## src/rtl/mips_pkg.sv

```systemverilog
// -----------------------------------------------------------------------------
// mips_pkg
//   Shared definitions for the 5-stage MIPS core write-back path.
//   - Opcode constants for the instruction subset the core implements.
//   - Write-back source encoding used by the MEM/WB decoder and data mux.
//   - Architectural register constants.
//   - op_is_legal(): true for every opcode the core understands.
// -----------------------------------------------------------------------------
package mips_pkg;

    // Primary opcodes (Instr[31:26])
    localparam logic [5:0] OP_RTYPE = 6'h00;
    localparam logic [5:0] OP_J     = 6'h02;
    localparam logic [5:0] OP_JAL   = 6'h03;
    localparam logic [5:0] OP_BEQ   = 6'h04;
    localparam logic [5:0] OP_BNE   = 6'h05;
    localparam logic [5:0] OP_ADDI  = 6'h08;
    localparam logic [5:0] OP_SLTI  = 6'h0A;
    localparam logic [5:0] OP_ANDI  = 6'h0C;
    localparam logic [5:0] OP_ORI   = 6'h0D;
    localparam logic [5:0] OP_LUI   = 6'h0F;
    localparam logic [5:0] OP_LW    = 6'h23;
    localparam logic [5:0] OP_SW    = 6'h2B;

    // Write-back data source
    typedef enum logic [1:0] {
        WB_SRC_ALU  = 2'd0,
        WB_SRC_MEM  = 2'd1,
        WB_SRC_LINK = 2'd2
    } wb_src_e;

    // Architectural registers
    localparam logic [4:0] REG_ZERO = 5'd0;
    localparam logic [4:0] REG_RA   = 5'd31;

    // True for every opcode the core decodes, whether or not it writes.
    function automatic logic op_is_legal(input logic [5:0] op);
        logic legal;
        legal = 1'b0;
        case (op)
            OP_RTYPE, OP_J, OP_JAL, OP_BEQ, OP_BNE,
            OP_ADDI, OP_SLTI, OP_ANDI, OP_ORI, OP_LUI,
            OP_LW, OP_SW: legal = 1'b1;
            default:      legal = 1'b0;
        endcase
        return legal;
    endfunction

endpackage

```

## src/rtl/wb_decoder.sv

```systemverilog
// -----------------------------------------------------------------------------
// wb_decoder
//   Combinational write-back decode for one instruction.
//   From the primary opcode and the rt/rd register fields it derives whether
//   the instruction writes the register file, which register it targets, where
//   the write-back data comes from, and whether the opcode is unknown.
//   The R-type funct field is deliberately not examined: every R-type writes.
// -----------------------------------------------------------------------------
module wb_decoder
    import mips_pkg::*;
#(
    parameter logic [4:0] LINK_REG = REG_RA
) (
    input  logic [5:0] op,
    input  logic [4:0] rt,
    input  logic [4:0] rd,
    output logic       writes,
    output logic [4:0] dest,
    output wb_src_e    src,
    output logic       illegal
);

    always_comb begin
        writes  = 1'b0;
        dest    = REG_ZERO;
        src     = WB_SRC_ALU;
        illegal = !op_is_legal(op);
        case (op)
            OP_RTYPE: begin
                writes = 1'b1;
                dest   = rd;
                src    = WB_SRC_ALU;
            end
            OP_ADDI, OP_SLTI, OP_ANDI, OP_ORI, OP_LUI: begin
                writes = 1'b1;
                dest   = rt;
                src    = WB_SRC_ALU;
            end
            OP_LW: begin
                writes = 1'b1;
                dest   = rt;
                src    = WB_SRC_MEM;
            end
            OP_JAL: begin
                writes = 1'b1;
                dest   = LINK_REG;
                src    = WB_SRC_LINK;
            end
            default: begin
                // sw, branches, j and illegal opcodes leave the register file alone
                writes = 1'b0;
                dest   = REG_ZERO;
                src    = WB_SRC_ALU;
            end
        endcase
    end

endmodule

```

## src/rtl/mem_wb_stage.sv

```systemverilog
// -----------------------------------------------------------------------------
// mem_wb_stage
//   MEM/WB pipeline register and write-back logic of the 5-stage MIPS core.
//   Latches the MEM-stage results, decodes the destination and data source
//   from the latched instruction and drives the register-file write port.
//   Also counts accepted valid instructions and flags unknown opcodes.
//   Ports:
//     ClockInput      in   1  pipeline clock (rising edge)
//     ResetInput      in   1  asynchronous active-high reset
//     InValid         in   1  MEM stage holds a real instruction
//     Stall           in   1  hold all latched state this edge
//     Flush           in   1  latch a bubble this edge (beats Stall)
//     Instruction     in  32  MEM-stage instruction
//     PCAddress       in  32  address of that instruction
//     ALUResult       in  32  ALU result / memory address
//     ReadData        in  32  data RAM read data
//     RegWriteEnable  out  1  register-file write strobe
//     WriteRegister   out  5  register-file write address
//     WriteBackData   out 32  register-file write data (also forwarding tap)
//     WBValid         out  1  latched slot holds a valid instruction
//     RetiredCount    out 32  number of valid instructions accepted (wraps)
//     IllegalSeen     out  1  sticky: an unknown opcode was accepted
//   All outputs depend only on latched state: one cycle of latency and no
//   combinational path from inputs to outputs.
// -----------------------------------------------------------------------------
module mem_wb_stage
    import mips_pkg::*;
#(
    parameter logic [4:0]  LINK_REG    = REG_RA,
    parameter logic [31:0] LINK_OFFSET = 32'd4
) (
    input  logic        ClockInput,
    input  logic        ResetInput,
    input  logic        InValid,
    input  logic        Stall,
    input  logic        Flush,
    input  logic [31:0] Instruction,
    input  logic [31:0] PCAddress,
    input  logic [31:0] ALUResult,
    input  logic [31:0] ReadData,
    output logic        RegWriteEnable,
    output logic [4:0]  WriteRegister,
    output logic [31:0] WriteBackData,
    output logic        WBValid,
    output logic [31:0] RetiredCount,
    output logic        IllegalSeen
);

    logic [31:0] instr_p1;
    logic [31:0] pc_p1;
    logic [31:0] alu_p1;
    logic [31:0] rdata_p1;
    logic        vld_p1;
    logic [31:0] retired_cnt;
    logic        illegal_seen;

    logic        dec_writes;
    logic [4:0]  dec_dest;
    wb_src_e     dec_src;
    logic        dec_illegal;
    logic [31:0] wb_data;

    // Source-register and funct/shamt fields are not needed for write-back.
    logic unused_instr_bits;
    assign unused_instr_bits = ^{instr_p1[25:21], instr_p1[10:0]};

    // ---- MEM -> WB boundary --------------------------------------------------
    always_ff @(posedge ClockInput or posedge ResetInput) begin
        if (ResetInput) begin
            instr_p1     <= '0;
            pc_p1        <= '0;
            alu_p1       <= '0;
            rdata_p1     <= '0;
            vld_p1       <= 1'b0;
            retired_cnt  <= '0;
            illegal_seen <= 1'b0;
        end else if (Flush) begin
            // Bubble: only the valid bit matters, data latches simply hold.
            vld_p1 <= 1'b0;
        end else if (!Stall) begin
            instr_p1 <= Instruction;
            pc_p1    <= PCAddress;
            alu_p1   <= ALUResult;
            rdata_p1 <= ReadData;
            vld_p1   <= InValid;
            if (InValid) begin
                retired_cnt <= retired_cnt + 32'd1;
                // The incoming opcode is checked so the flag rises together
                // with WBValid for the offending instruction.
                if (!op_is_legal(Instruction[31:26])) begin
                    illegal_seen <= 1'b1;
                end
            end
        end
    end

    // ---- WB stage: decode and drive the register-file port -------------------
    wb_decoder #(
        .LINK_REG (LINK_REG)
    ) u_wb_decoder (
        .op      (instr_p1[31:26]),
        .rt      (instr_p1[20:16]),
        .rd      (instr_p1[15:11]),
        .writes  (dec_writes),
        .dest    (dec_dest),
        .src     (dec_src),
        .illegal (dec_illegal)
    );

    always_comb begin
        wb_data = alu_p1;
        case (dec_src)
            WB_SRC_ALU:  wb_data = alu_p1;
            WB_SRC_MEM:  wb_data = rdata_p1;
            WB_SRC_LINK: wb_data = pc_p1 + LINK_OFFSET;
            default:     wb_data = alu_p1;
        endcase
    end

    // Illegal opcodes already decode as non-writing; gating on the flag too
    // keeps a future decoder edit from turning an unknown opcode into a write.
    assign RegWriteEnable = vld_p1 & dec_writes & ~dec_illegal & (dec_dest != REG_ZERO);
    assign WriteRegister  = vld_p1 ? dec_dest : REG_ZERO;
    assign WriteBackData  = vld_p1 ? wb_data : 32'd0;
    assign WBValid        = vld_p1;
    assign RetiredCount   = retired_cnt;
    assign IllegalSeen    = illegal_seen;

endmodule
```

## config.mk

```make
export PLATFORM = sky130hd
export DESIGN_NAME = mem_wb_stage
export DESIGN_NICKNAME = d
export VERILOG_FILES = /design/src/rtl/mips_pkg.sv /design/src/rtl/wb_decoder.sv /design/src/rtl/mem_wb_stage.sv
export SDC_FILE = /design/constraint.sdc
export NUM_CORES = 1
export LEC_CHECK = 0
export ABC_AREA = 1
export CAP_MARGIN = 10
export CELL_PAD_IN_SITES_DETAIL_PLACEMENT = 0
export CELL_PAD_IN_SITES_GLOBAL_PLACEMENT = 1
export CORE_MARGIN = 8
export CORE_UTILIZATION = 32
export CTS_BUF_LIST = sky130_fd_sc_hd__clkbuf_2
export DETAILED_ROUTE_END_ITERATION = 8
export PLACE_DENSITY = 0.85
export SETUP_SLACK_MARGIN = 0.3
export SLEW_MARGIN = 5
export SYNTH_ARGS = -nofsm -noshare
export SYNTH_HDL_FRONTEND = slang
export SYNTH_SLANG_ARGS = --single-unit
```

## constraint.sdc

```tcl
create_clock -name ClockInput -period 4.06 [get_ports ClockInput]
set_input_delay 0.406 -clock ClockInput [delete_from_list [all_inputs] [get_ports ClockInput]]
set_output_delay 0.406 -clock ClockInput [all_outputs]
set_load 0.02 [all_outputs]
```

### Word level (Yosys, flattened, before mapping)

Index checks and enable logic that the tools add are counted.

| cells by class | value |
|---|---|
| $add $sub $neg | 2 |
| $mul | 0 |
| div/mod/pow operators | 0 |
| order comparisons | 0 |
| eq/ne operators | 25 |
| shifts and indexed selects | 0 |
| muxes and demuxes | 13 |
| bitwise logic cells | 6 |
| reductions and logical operators | 10 |

Operators by type and width:

| kind | count |
|---|---|
| $pmux W32 S2 | 1 |
| $eq A6 B4 Y1 const B | 10 |
| $add A32 B1 Y32 const B | 1 |
| $add A32 B3 Y32 const B | 1 |
| $mux W32 | 1 |
| $eq A6 B2 Y1 const B | 4 |
| $eq A6 B3 Y1 const B | 4 |
| $eq A6 B6 Y1 const B | 4 |
| $reduce_or A12 Y1 | 2 |
| $pmux W5 S3 | 1 |
| $logic_not A6 Y1 | 2 |
| $mux W1 | 8 |
| $reduce_or A8 Y1 | 1 |
| $reduce_or A6 Y1 | 1 |
| $mux W5 | 1 |
| $reduce_bool A5 Y1 | 1 |
| $pmux W2 S2 | 1 |
| $reduce_and A4 Y1 | 1 |
| $and A1 B1 Y1 | 3 |
| $not A1 Y1 | 3 |
| $reduce_and A3 Y1 | 1 |
| $eq A2 B1 Y1 const B | 1 |
| $eq A2 B2 Y1 const B | 1 |
| $ne A2 B1 Y1 const B | 1 |
| $reduce_and A2 Y1 | 1 |

| storage, ports and cells | value |
|---|---|
| register bits | 162 |
| latch bits | 0 |
| bits in writable memories | 0 |
| memory bits (read-only) | 0 |
| bits of input ports | 133 |
| logic and storage cells | 63 |
| memories | 0 |

### Longest topological paths before layout

| depth | value |
|---|---|
| depth after elaboration | 8 |
| depth in mapped cells | 11 |
| depth with buffers taken out | 11 |

### Hierarchy

A second synthesis with hierarchy kept.

| unflattened totals | value |
|---|---|
| cells, all modules | 947 |
| area total of the unflattened synthesis | 7,833.8 um2 |

Modules (own cells, without submodules):

| module | instances | cells an instance | area an instance (um2) |
|---|---|---|---|
| mem_wb_stage | 1 | 898 | 7,597.3 |
| wb_decoder | 1 | 49 | 236.5 |

### Least setup slack after synthesis

OpenSTA, ideal clock, no wires.

| timing path | value |
|---|---|
| path type | register to output |
| start | register instr_p1[29] |
| end | output port WriteBackData[0] |
| arrival | 1,950 ps |
| setup slack | 1,704 ps |
| cell stages (with the launch flop) | 10 |
| buffers on the path | 2 |
| cell sequence | dfrtp_1 nor3_1 nand2_1 inv_1 ha_1 clkbuf_1 inv_1 clkbuf_1 o21ai_0 a21oi_1 |

| on the way | value |
|---|---|
| cells in the longest elaborated chain, start to end | 5 |

RTL lines:

| element | line | RTL |
|---|---|---|
| from (decl) | mem_wb_stage.sv:49 | `logic [31:0] instr_p1;` |
| from (signal assigned) | mem_wb_stage.sv:81 | `instr_p1 <= Instruction;` |
| $eq A6 B2 Y1 / $eq A6 B6 Y1 (equally long branches) | wb_decoder.sv:28 | `case (op)` |
| $pmux W2 S2 (*) | wb_decoder.sv:28 |  |
| $eq A2 B2 Y1 / $eq A2 B1 Y1 (equally long branches) | mem_wb_stage.sv:112 | `case (dec_src)` |
| $pmux W32 S2 (*) | mem_wb_stage.sv:112 |  |
| $mux W32 (*) | mem_wb_stage.sv:124 | `assign WriteBackData = vld_p1 ? wb_data : 32'd0;` |
| to (decl) | mem_wb_stage.sv:43 | `output logic [31:0] WriteBackData,` |

Mark *: on every way between the ends. The rest lies on a longest branch, timed or not.

### Final worst setup path

| timing path | value |
|---|---|
| start | register instr_p1[30] |
| end | output port WriteBackData[8] |

The elaborated chain is that of the path after synthesis.

==> results.ini <==
[outcome]
run_status = complete, no violations

[clock_network]
cts-root-to-sink-buffers = 2
hold_buffers = 0
clock_tree.root_cell = sky130_fd_sc_hd__clkbuf_2
clock_insertion_delay_worst_skew_ns = 0.75
htree_levels = 4
tritoncts_num_sinks = 146
tritoncts = built
cts_inserted_buffers = 17
cts.reportedPaths.clkPinSlew_ns = 0.28

[cells_and_area]
ff_latch_area_um2 = 3660
layout-drive-gt1-share = 0.0720
stdcell_area_um2 = 10300
final_cell_mix = sky130_fd_sc_hd__nand2_1, sky130_fd_sc_hd__clkdlybuf4s50_1, sky130_fd_sc_hd__dfrtp_1, sky130_fd_sc_hd__o21ai_0, sky130_fd_sc_hd__inv_1
multiInputGateArea_um2 = 3540
layout.cells.most_common = sky130_fd_sc_hd__nand2_1
final.fill_count = 2442
net_count_final = 1348
area_growth_pct = 34.0

[timing]
fmax_mhz = 289
clock_skew_ns = 0.0374
finalHoldViolCount = 0
worst-slew-pin-transition_ns = 0.840
finalCriticalPeriod_ns = 3.46
post-route-worst-setup-slack_ns = 0.603
final_max_slew_viol_count = 0
rsz0062_at_grt = no
finalSetupViolations = 0
maxSlewHeadroom = 0.440
final.period_utilization = 0.851
final.setup.tns_ns = 0

[routing]
totalWireLength_mm = 25.6
wire_per_inst_um = 16.6
dr.first_iter.drc_count = 589
detail_route.first_pass.iterations = 5
detail-route-antenna-nets = 0
detail_route.vias_per_cell = 4.76
route.vias.total = 7355
post-route-drc-count = 0

[global_route]
grt_use_total = 0.177
grt_antenna_before_repair = 3
met1_usage = 0.231
vias_in_the_first_global_route = 7227
first_pass_grt_wire_length_mm = 40.1
global_route_met2_utilization = 0.280
globalRoute.busiestLayer = met2
global_route.usage.met3 = 0.0551
grt_overflow = 0
largest_net_degree_at_the_start_of_global_routing = 147

[critical_path]
cp.required_ns = 3.65
timing.critical_path.fanout_max = 12
path_class = reg -> out
rr_startpoint = RetiredCount[1]
timing.critical_path.cells = nor2_2 > nand2_2 > inv_1 > ha_1 > buf_4 > clkinvlp_4 > buf_4 > a21oi_1 > o21ai_0 > a21oi_1 > clkdlybuf4s15_1
worstRegToRegCells = 10
timing.critical_path.to_type = output port
worstSetupStartpointType = register
crit-reg2reg-capture = RetiredCount[26]
arrival_ns = 3.05
crit_path_max_incr_delay_ns = 0.49
cp_slowest_cell = sky130_fd_sc_hd__dfrtp_1
r2r_slack_ns = 2.30

[run]
maxCapViolCount = 0

[die]
dieHeight_um = 171
core_region_area_um2 = 23500
fp-row-count = 56
io_pins = 205
design.die.area_um2 = 29200
die-width_um = 171
start_util = 0.326

[power_and_ir_drop]
seq_power_share = 0.509
power.density_nw_per_um2 = 337
comb_power_share = 0.198
power.leakage_uw = 0.00514
power.switching_fraction = 0.322
switchingPower_uw = 1120
clock_power_share = 0.294
cellInternalPower_uw = 2350
vdd_ir_drop_max_v = 0.000154

[yosys]
synth_largest_type_area_fraction = 0.476
synth_area_leaders = sky130_fd_sc_hd__dfrtp_1, sky130_fd_sc_hd__nand2_1, sky130_fd_sc_hd__o21ai_0, sky130_fd_sc_hd__a21oi_1, sky130_fd_sc_hd__inv_1
synth_area_per_cell_um2 = 7.46
yosysWarningCount = 0
synth_seq_area_share = 0.476
syn_inst = 1029
netlist-cell-type-count = 35
synth_largest_area_cell = sky130_fd_sc_hd__dfrtp_1
synthesis.area_um2 = 7670
ys_seq_elements = 146
synthesis.nets = 1167

[placed_design]
place_ws_ns = 1.03
place_area_um2 = 9890
place.port_buffers = 188
gp_weighted_congestion = 0.867
dpl.hpwl_mm = 18.7

[hold_path]
min-delay-start = ALUResult[18]
min_delay_path_depth = 3
hold_class = in -> reg
timing.hold.worst_endpoint = alu_p1[18]

cell families (layout without fill, tap and decap cells):
logic type	Yosys count	after routing	synth area share
buffers and inverters	129	323	0.0639
AOI/OAI and AO/OA	174	174	0.115
DFF	146	146	0.476
and+or+nand+nor	546	546	0.304
adders and majority gates	5	5	0.00815
xor gates and xnor gates	29	29	0.0331
other	0	4	0
Yosys cell counts:
cell type	instances
sky130_fd_sc_hd__nor3b_4	1
sky130_fd_sc_hd__inv_1	85
sky130_fd_sc_hd__nand3_1	57
sky130_fd_sc_hd__clkinv_2	1
sky130_fd_sc_hd__nand3b_1	1
sky130_fd_sc_hd__buf_4	1
sky130_fd_sc_hd__o21ai_1	2
sky130_fd_sc_hd__nor4_1	1
sky130_fd_sc_hd__nand3_4	1
sky130_fd_sc_hd__nor3b_1	1
sky130_fd_sc_hd__nand2_2	7
sky130_fd_sc_hd__ha_1	5
sky130_fd_sc_hd__inv_2	2
sky130_fd_sc_hd__nor3_4	2
sky130_fd_sc_hd__nand4_1	11
sky130_fd_sc_hd__a31oi_1	1
sky130_fd_sc_hd__nor2_4	3
sky130_fd_sc_hd__nor2_1	51
sky130_fd_sc_hd__nor3_1	21
sky130_fd_sc_hd__o211ai_1	2
sky130_fd_sc_hd__dfrtp_1	146
sky130_fd_sc_hd__buf_1	7
sky130_fd_sc_hd__xnor2_1	10
sky130_fd_sc_hd__clkbuf_1	32
sky130_fd_sc_hd__xor2_1	19
sky130_fd_sc_hd__o21ai_0	92
sky130_fd_sc_hd__nand2_1	377
sky130_fd_sc_hd__a21oi_1	75
sky130_fd_sc_hd__nor3_2	4
sky130_fd_sc_hd__or2_2	1
sky130_fd_sc_hd__buf_2	1
sky130_fd_sc_hd__nand3_2	2
sky130_fd_sc_hd__nor2_2	5
sky130_fd_sc_hd__o31ai_1	1
sky130_fd_sc_hd__o21bai_1	1
worst max path at each step:
stage	cells past startpoint	end	slack [ns]	startpoint
after floorplan	9	WriteBackData[0]	1.70	instr_p1[29]
after global placement	10	WriteBackData[13]	1.03	instr_p1[30]
after detailed placement	10	WriteBackData[13]	1.03	instr_p1[30]
after CTS	10	WriteBackData[28]	0.31	pc_p1[2]
after global routing	11	WriteBackData[8]	0.31	instr_p1[29]
final	11	WriteBackData[8]	0.60	instr_p1[30]
area by class of cell:
cell class	count	area share
well taps	319	0.0388
multi-input cells	754	0.344
flip-flops and latches	146	0.356
inverters	88	0.0332
clock buffers	19	0.00925
repair buffers	203	0.199
clock inverters	13	0.0192
diodes	4	0.000973
critical path, delay by kind of cell, from the launching register on:
family	cells	cell delay, ns
adder cells (fa/ha/maj)	1	0.15
buffers and inverters	5	0.91
AO/OA/AOI/OAI	3	0.39
AND/OR/NAND/NOR	2	0.36
flip-flops	1	0.49
timing repair:
action / 4_1_cts / 5_1_grt
gates resized for setup: 17 / 34
endpoints found under the setup margin: 32 / 27
buffers inserted: 4 / 1
pin swaps: 1 / 1
through the flow:
| stage | cells | power [µW] | hold WS [ns] | util |
|---|---|---|---|---|
| floorplan | 1029 | 2130 | 0.444 | - |
| global placement | 1505 | 2470 | 0.451 | 0.420 |
| detailed placement | 1505 | 2480 | 0.459 | 0.420 |
| CTS | 1541 | 3500 | 0.0495 | 0.434 |
| global route | 1544 | 3670 | 0.0421 | 0.437 |
| finish | 1546 | 3460 | 0.130 | 0.437 |
state kept, by name (all words and copies together), names as in the netlist:
name          flops
alu_p1           32
instr_p1         16
pc_p1            32
WBValid           1
RetiredCount     32
rdata_p1         32
IllegalSeen       1
layer usage:
metal	share of wire	routed length [µm]
met5	0.00051	13
met4	0.016	409
met3	0.077	1980
met2	0.47	12100
met1	0.43	11100
power by group through the flow:
| stage | clock [µW] | sequential [µW] | combinational (µW) |
|---|---|---|---|
| 2_1_floorplan | 0 | 1780 | 349 |
| 3_3_place_gp | 0 | 1780 | 682 |
| 3_5_place_dp | 0 | 1790 | 691 |
| 4_1_cts | 1050 | 1760 | 696 |
| 5_1_grt | 1100 | 1790 | 770 |
| 6_report | 1020 | 1760 | 684 |
Power figures use the tool's default switching activity.
==> RTL edit 1 (same flow settings) <==
Put one more register stage on the output `RetiredCount`. The value now appears one clock later. The other outputs are not delayed to match.
--- a/src/rtl/mem_wb_stage.sv
+++ b/src/rtl/mem_wb_stage.sv
@@ -123,7 +123,9 @@
     assign WriteRegister  = vld_p1 ? dec_dest : REG_ZERO;
     assign WriteBackData  = vld_p1 ? wb_data : 32'd0;
     assign WBValid        = vld_p1;
-    assign RetiredCount   = retired_cnt;
+    always_ff @(posedge ClockInput) begin
+        RetiredCount <= retired_cnt;
+    end
     assign IllegalSeen    = illegal_seen;
 
 endmodule
Function: changed (Yosys sat finds a counterexample within 4 cycles, from zero or initial values and one cycle with ResetInput high).
==> RTL edit 1 against the unedited design <==
  * Sequential cell count is 32 higher
  * Largest power group unchanged
  * Fmax fell by 0.46%
  * Setup slack worse by 0.016 ns
  * Combinational power is essentially flat
  * Design area grew 6.5%
  * Utilization decreased by 0.30 points
  * Critical endpoint is now WriteBackData[14]
  * Global-route usage is 1.6 points lower
  * Hold slack worse by 0.0061 ns
  * Highest routed layer unchanged
  * Power increased by 14%
  * Critical path type unchanged
  * Synthesized area grew 7.6%
  * Routed wire length down 0.93%
  * Synthesized cell count fell by 13%
==> RTL edit 1: results (changes against the unedited design) <==
Synth
  – Register area share after synthesis: 0.520 (was 0.476)
  – Post-synth top cells: dfrtp_1, nand2_1, o21ai_0 (was nand2_1, dfrtp_1, o21ai_0)
  – Distinct cells, synth: 38 (was 35)
  – Synth Area per Inst: 9.24 sq um (was 7.46 sq um)
  – Syn nets: 1,031 (was 1,167)
  – Ys async rst share: 0.820 (was 1.00)
  – Ranking of synthesized cells by area: dfrtp_1, mux2_2, dfxtp_1 (was dfrtp_1, nand2_1, o21ai_0)

Finish
  – Layout cells sized above 1: 0.133 (was 0.0720)
  – Layout Cells excl Fill: 1,426 (was 1,546)

Worst setup path
  – Max FO, Critical Path: 19 (was 12)
  – Reg-to-Reg Start: retired_cnt[0] (was RetiredCount[1])
  – Worst flop-to-flop path endpoint: retired_cnt[30] (was RetiredCount[26])
  – CP Data Arrival Time: 3.07 ns (was 3.05 ns)
  – Reg2reg setup slack: 2.28 ns (was 2.30 ns)
  – Reg2Reg Depth: 9 (was 10)

STA
  – Measured slew at the worst slew-check pin: 0.904 ns (was 0.840 ns)
  – Clk_skew: 0.0411 ns (was 0.0374 ns)
  – Fin worst setup slack: 0.587 ns (was 0.603 ns)
  – Hold_ws: 0.124 ns (was 0.130 ns)

Clocking
  – Worst skew pair latency: 0.73 ns (was 0.75 ns)

Drt
  – DRT iter0 DRCs: 499 (was 589)
  – Routed vias/inst: 4.83 (was 4.76)
  – Routed WL: 25.4 mm (was 25.6 mm)

Global route
  – Initial antenna violation count: 6 (was 3)
  – First-pass GRT wire length: 39.4 mm (was 40.1 mm)
  – Total GRT Usage: 0.161 (was 0.177)
  – Vias in the first global route: 6,865 (was 7,227)
  – Largest net degree at the start of global routing: 155 (was 147)

Pwr
  – Pleak: 5.15 nW (was 5.14 nW)
  – Worst VDD drop: 0.000202 V (was 0.000154 V)

Placement
  – Worst slack, placed: 1.00 ns (was 1.03 ns)
  – Placed wire-length estimate: 18.5 mm (was 18.7 mm)
  – Final GP Congestion: 0.892 (was 0.867)

Outcome
  – Status: completed (unchanged)
==> RTL edit 1: worst min-delay path, cell delays in order <==
cell and delay [ns]:
clkdlybuf4s50_1 0.44, clkinvlp_4 0.09, buf_12 0.47
==> RTL edit 1: per-layer routing <==
metal / wire length, um / global-route usage / part of all wire
met5: 55 / 0 / 0.0022
met4: 571 / 0.0536 / 0.022
met3: 1650 / 0.0487 / 0.065
met2: 12200 / 0.266 / 0.48
met1: 10900 / 0.198 / 0.43
==> RTL edit 1: area by class of cell <==
cell class,instances,area [sq um]
flip-flops and latches,178,4290
clock inverters,14,228
clock buffers,18,90.1
repair buffers,201,2070
fillers,2476,14300
inverters,93,354
multi-input cells,590,3500
well taps,330,413
diodes,2,5.00
==> RTL edit 1: cell families after synthesis <==
family	Yosys count	share of synthesized area
compound gates	180	0.111
buf+inv	125	0.0582
flops	178	0.520
xor+xnor	29	0.0308
simple gates	306	0.177
fa+ha+maj	5	0.00758
mux	70	0.0955
==> RTL edit 1: timing repair <==
item / 4_1_cts / 5_1_grt
buffers inserted: 1 / 3
gates cloned: 0 / 0
pin swaps: 0 / 1
endpoints found under the setup margin: 28 / 26
gates resized for setup: 13 / 29
==> RTL edit 1: power by group <==
part	switching, mW	internal [mW]	leakage [nW]	total (mW)
sequential	0.148	1.97	2.01	2.12
combinational	0.340	0.343	2.95	0.683
clock	0.678	0.484	0.181	1.16
==> RTL edit 1: worst max-delay path by stage <==
stage | from | to | depth (start not counted)
floorplan | instr_p1[30] | WriteBackData[0] | 9
global placement | instr_p1[30] | WriteBackData[13] | 9
detailed placement | instr_p1[30] | WriteBackData[13] | 9
CTS | instr_p1[30] | WriteBackData[6] | 9
global route | instr_p1[26] | WriteBackData[14] | 10
finish | instr_p1[30] | WriteBackData[14] | 9
==> RTL edit 2 (config.mk and constraints unchanged) <==
Made on the original files. Reset style: synchronous (`ResetInput`), changed in one clocked block. Comments in the files are not updated.
--- a/src/rtl/mem_wb_stage.sv
+++ b/src/rtl/mem_wb_stage.sv
@@ -65,7 +65,7 @@
     assign unused_instr_bits = ^{instr_p1[25:21], instr_p1[10:0]};
 
     // ---- MEM -> WB boundary --------------------------------------------------
-    always_ff @(posedge ClockInput or posedge ResetInput) begin
+    always_ff @(posedge ClockInput) begin
         if (ResetInput) begin
             instr_p1     <= '0;
             pc_p1        <= '0;
Behaviour: differs if ResetInput is asserted again (counterexample within 4 cycles, from zero or initial values and one cycle with ResetInput high); with ResetInput held inactive, the same outputs for 4 cycles.
==> RTL edit 2 against the unedited design <==
  * Combinational power fell by 46%
  * Critical path depth fell by 2
  * Synthesized area fell by 3.2%
  * Largest cell class is now multi-input gates
  * Power fell by 20%
  * Die area fell by 2.9%
  * Global-route usage rose by 0.35 points
  * Design area fell by 3.6%
  * Routed wire length rose by 0.31%
  * Non-clock buffer count did not move
  * Setup slack got worse by 0.092 ns
  * Highest routed layer unchanged
  * Sequential cell count did not move
  * Utilization fell by 0.050 points
  * Register-to-register slack got worse by 0.09 ns
==> RTL edit 2: results (changes against the unedited design) <==
Outcome
  – Status: completed (unchanged)

Worst setup path
  – Reg2reg setup slack: 2.21 ns (was 2.30 ns)
  – Max FO, Critical Path: 10 (was 12)
  – Reg-to-Reg Start: RetiredCount[10] (was RetiredCount[1])
  – Launch point of the critical path: instr_p1[29] (was instr_p1[30])
  – Critical Path End: WriteBackData[15] (was WriteBackData[8])

Global route
  – Vias in the first global route: 7,796 (was 7,227)
  – Largest net degree at the start of global routing: 74 (was 147)
  – First-pass GRT wire length: 41.3 mm (was 40.1 mm)

Pwr
  – Int Power: 1.88 mW (was 2.35 mW)
  – Worst VDD drop: 0.000142 V (was 0.000154 V)
  – Comb. pwr: 372 uW (was 684 uW)
  – Clock Power: 822 uW (was 1.02 mW)

Finish
  – Non-clk invs: 93 (was 88)
  – Fin nets: 1,435 (was 1,348)
  – Layout cells sized above 1: 0.0672 (was 0.0720)

Synth
  – Post-synth top cells: nor2_1, o21ai_0, dfxtp_1 (was nand2_1, dfrtp_1, o21ai_0)
  – Post-synthesis adder-cell area fraction: 0.00842 (was 0.00815)
  – Ranking of synthesized cells by area: dfxtp_1, nor2_1, o21ai_0 (was dfrtp_1, nand2_1, o21ai_0)
  – Syn nets: 1,268 (was 1,167)
  – Xor/xnor cell area share of the yosys netlist: 0.00354 (was 0.0331)
  – Distinct cells, synth: 37 (was 35)

Clocking
  – Resize count post-CTS: 7 (was 17)

Drt
  – DR WL/cell: 16.1 um (was 16.6 um)
  – DRT iter0 DRCs: 628 (was 589)

STA
  – Hold_ws: 0.204 ns (was 0.130 ns)
  – Clk_skew: 0.0446 ns (was 0.0374 ns)
  – Slew HR: 0.439 (was 0.440)

Min path
  – Hold Path End: rdata_p1[26] (was alu_p1[18])
-- RTL edit 2: changes by cell type in the layout (fill, tap and decap cells not counted), sizes merged, moves of 11 or more --
| cell | change |
|---|---|
| clkdlybuf4s50 | +24 |
| nor2 | +195 |
| inv | +11 |
| o21ai | +79 |
| dlymetal6s2s | -16 |
| dfrtp | -146 |
| a21oi | +45 |
| nand2 | -239 |
| dfxtp | +146 |
| xor2 | -16 |
-- RTL edit 2: per-layer routing --
metal / global-route usage / share of wire / wire [um]
met5: 0 / 0.0026 / 66
met4: 0.0501 / 0.020 / 513
met3: 0.0561 / 0.065 / 1680
met2: 0.306 / 0.49 / 12500
met1: 0.217 / 0.43 / 10900
-- RTL edit 2: stage by stage --
| stage | util | instance area, sq um |
|---|---|---|
| finish | 0.436 | 9910 |
| CTS | 0.432 | 9820 |
| global placement | 0.422 | 9590 |
| floorplan | - | 7430 |
| detailed placement | 0.422 | 9590 |
| global route | 0.436 | 9910 |
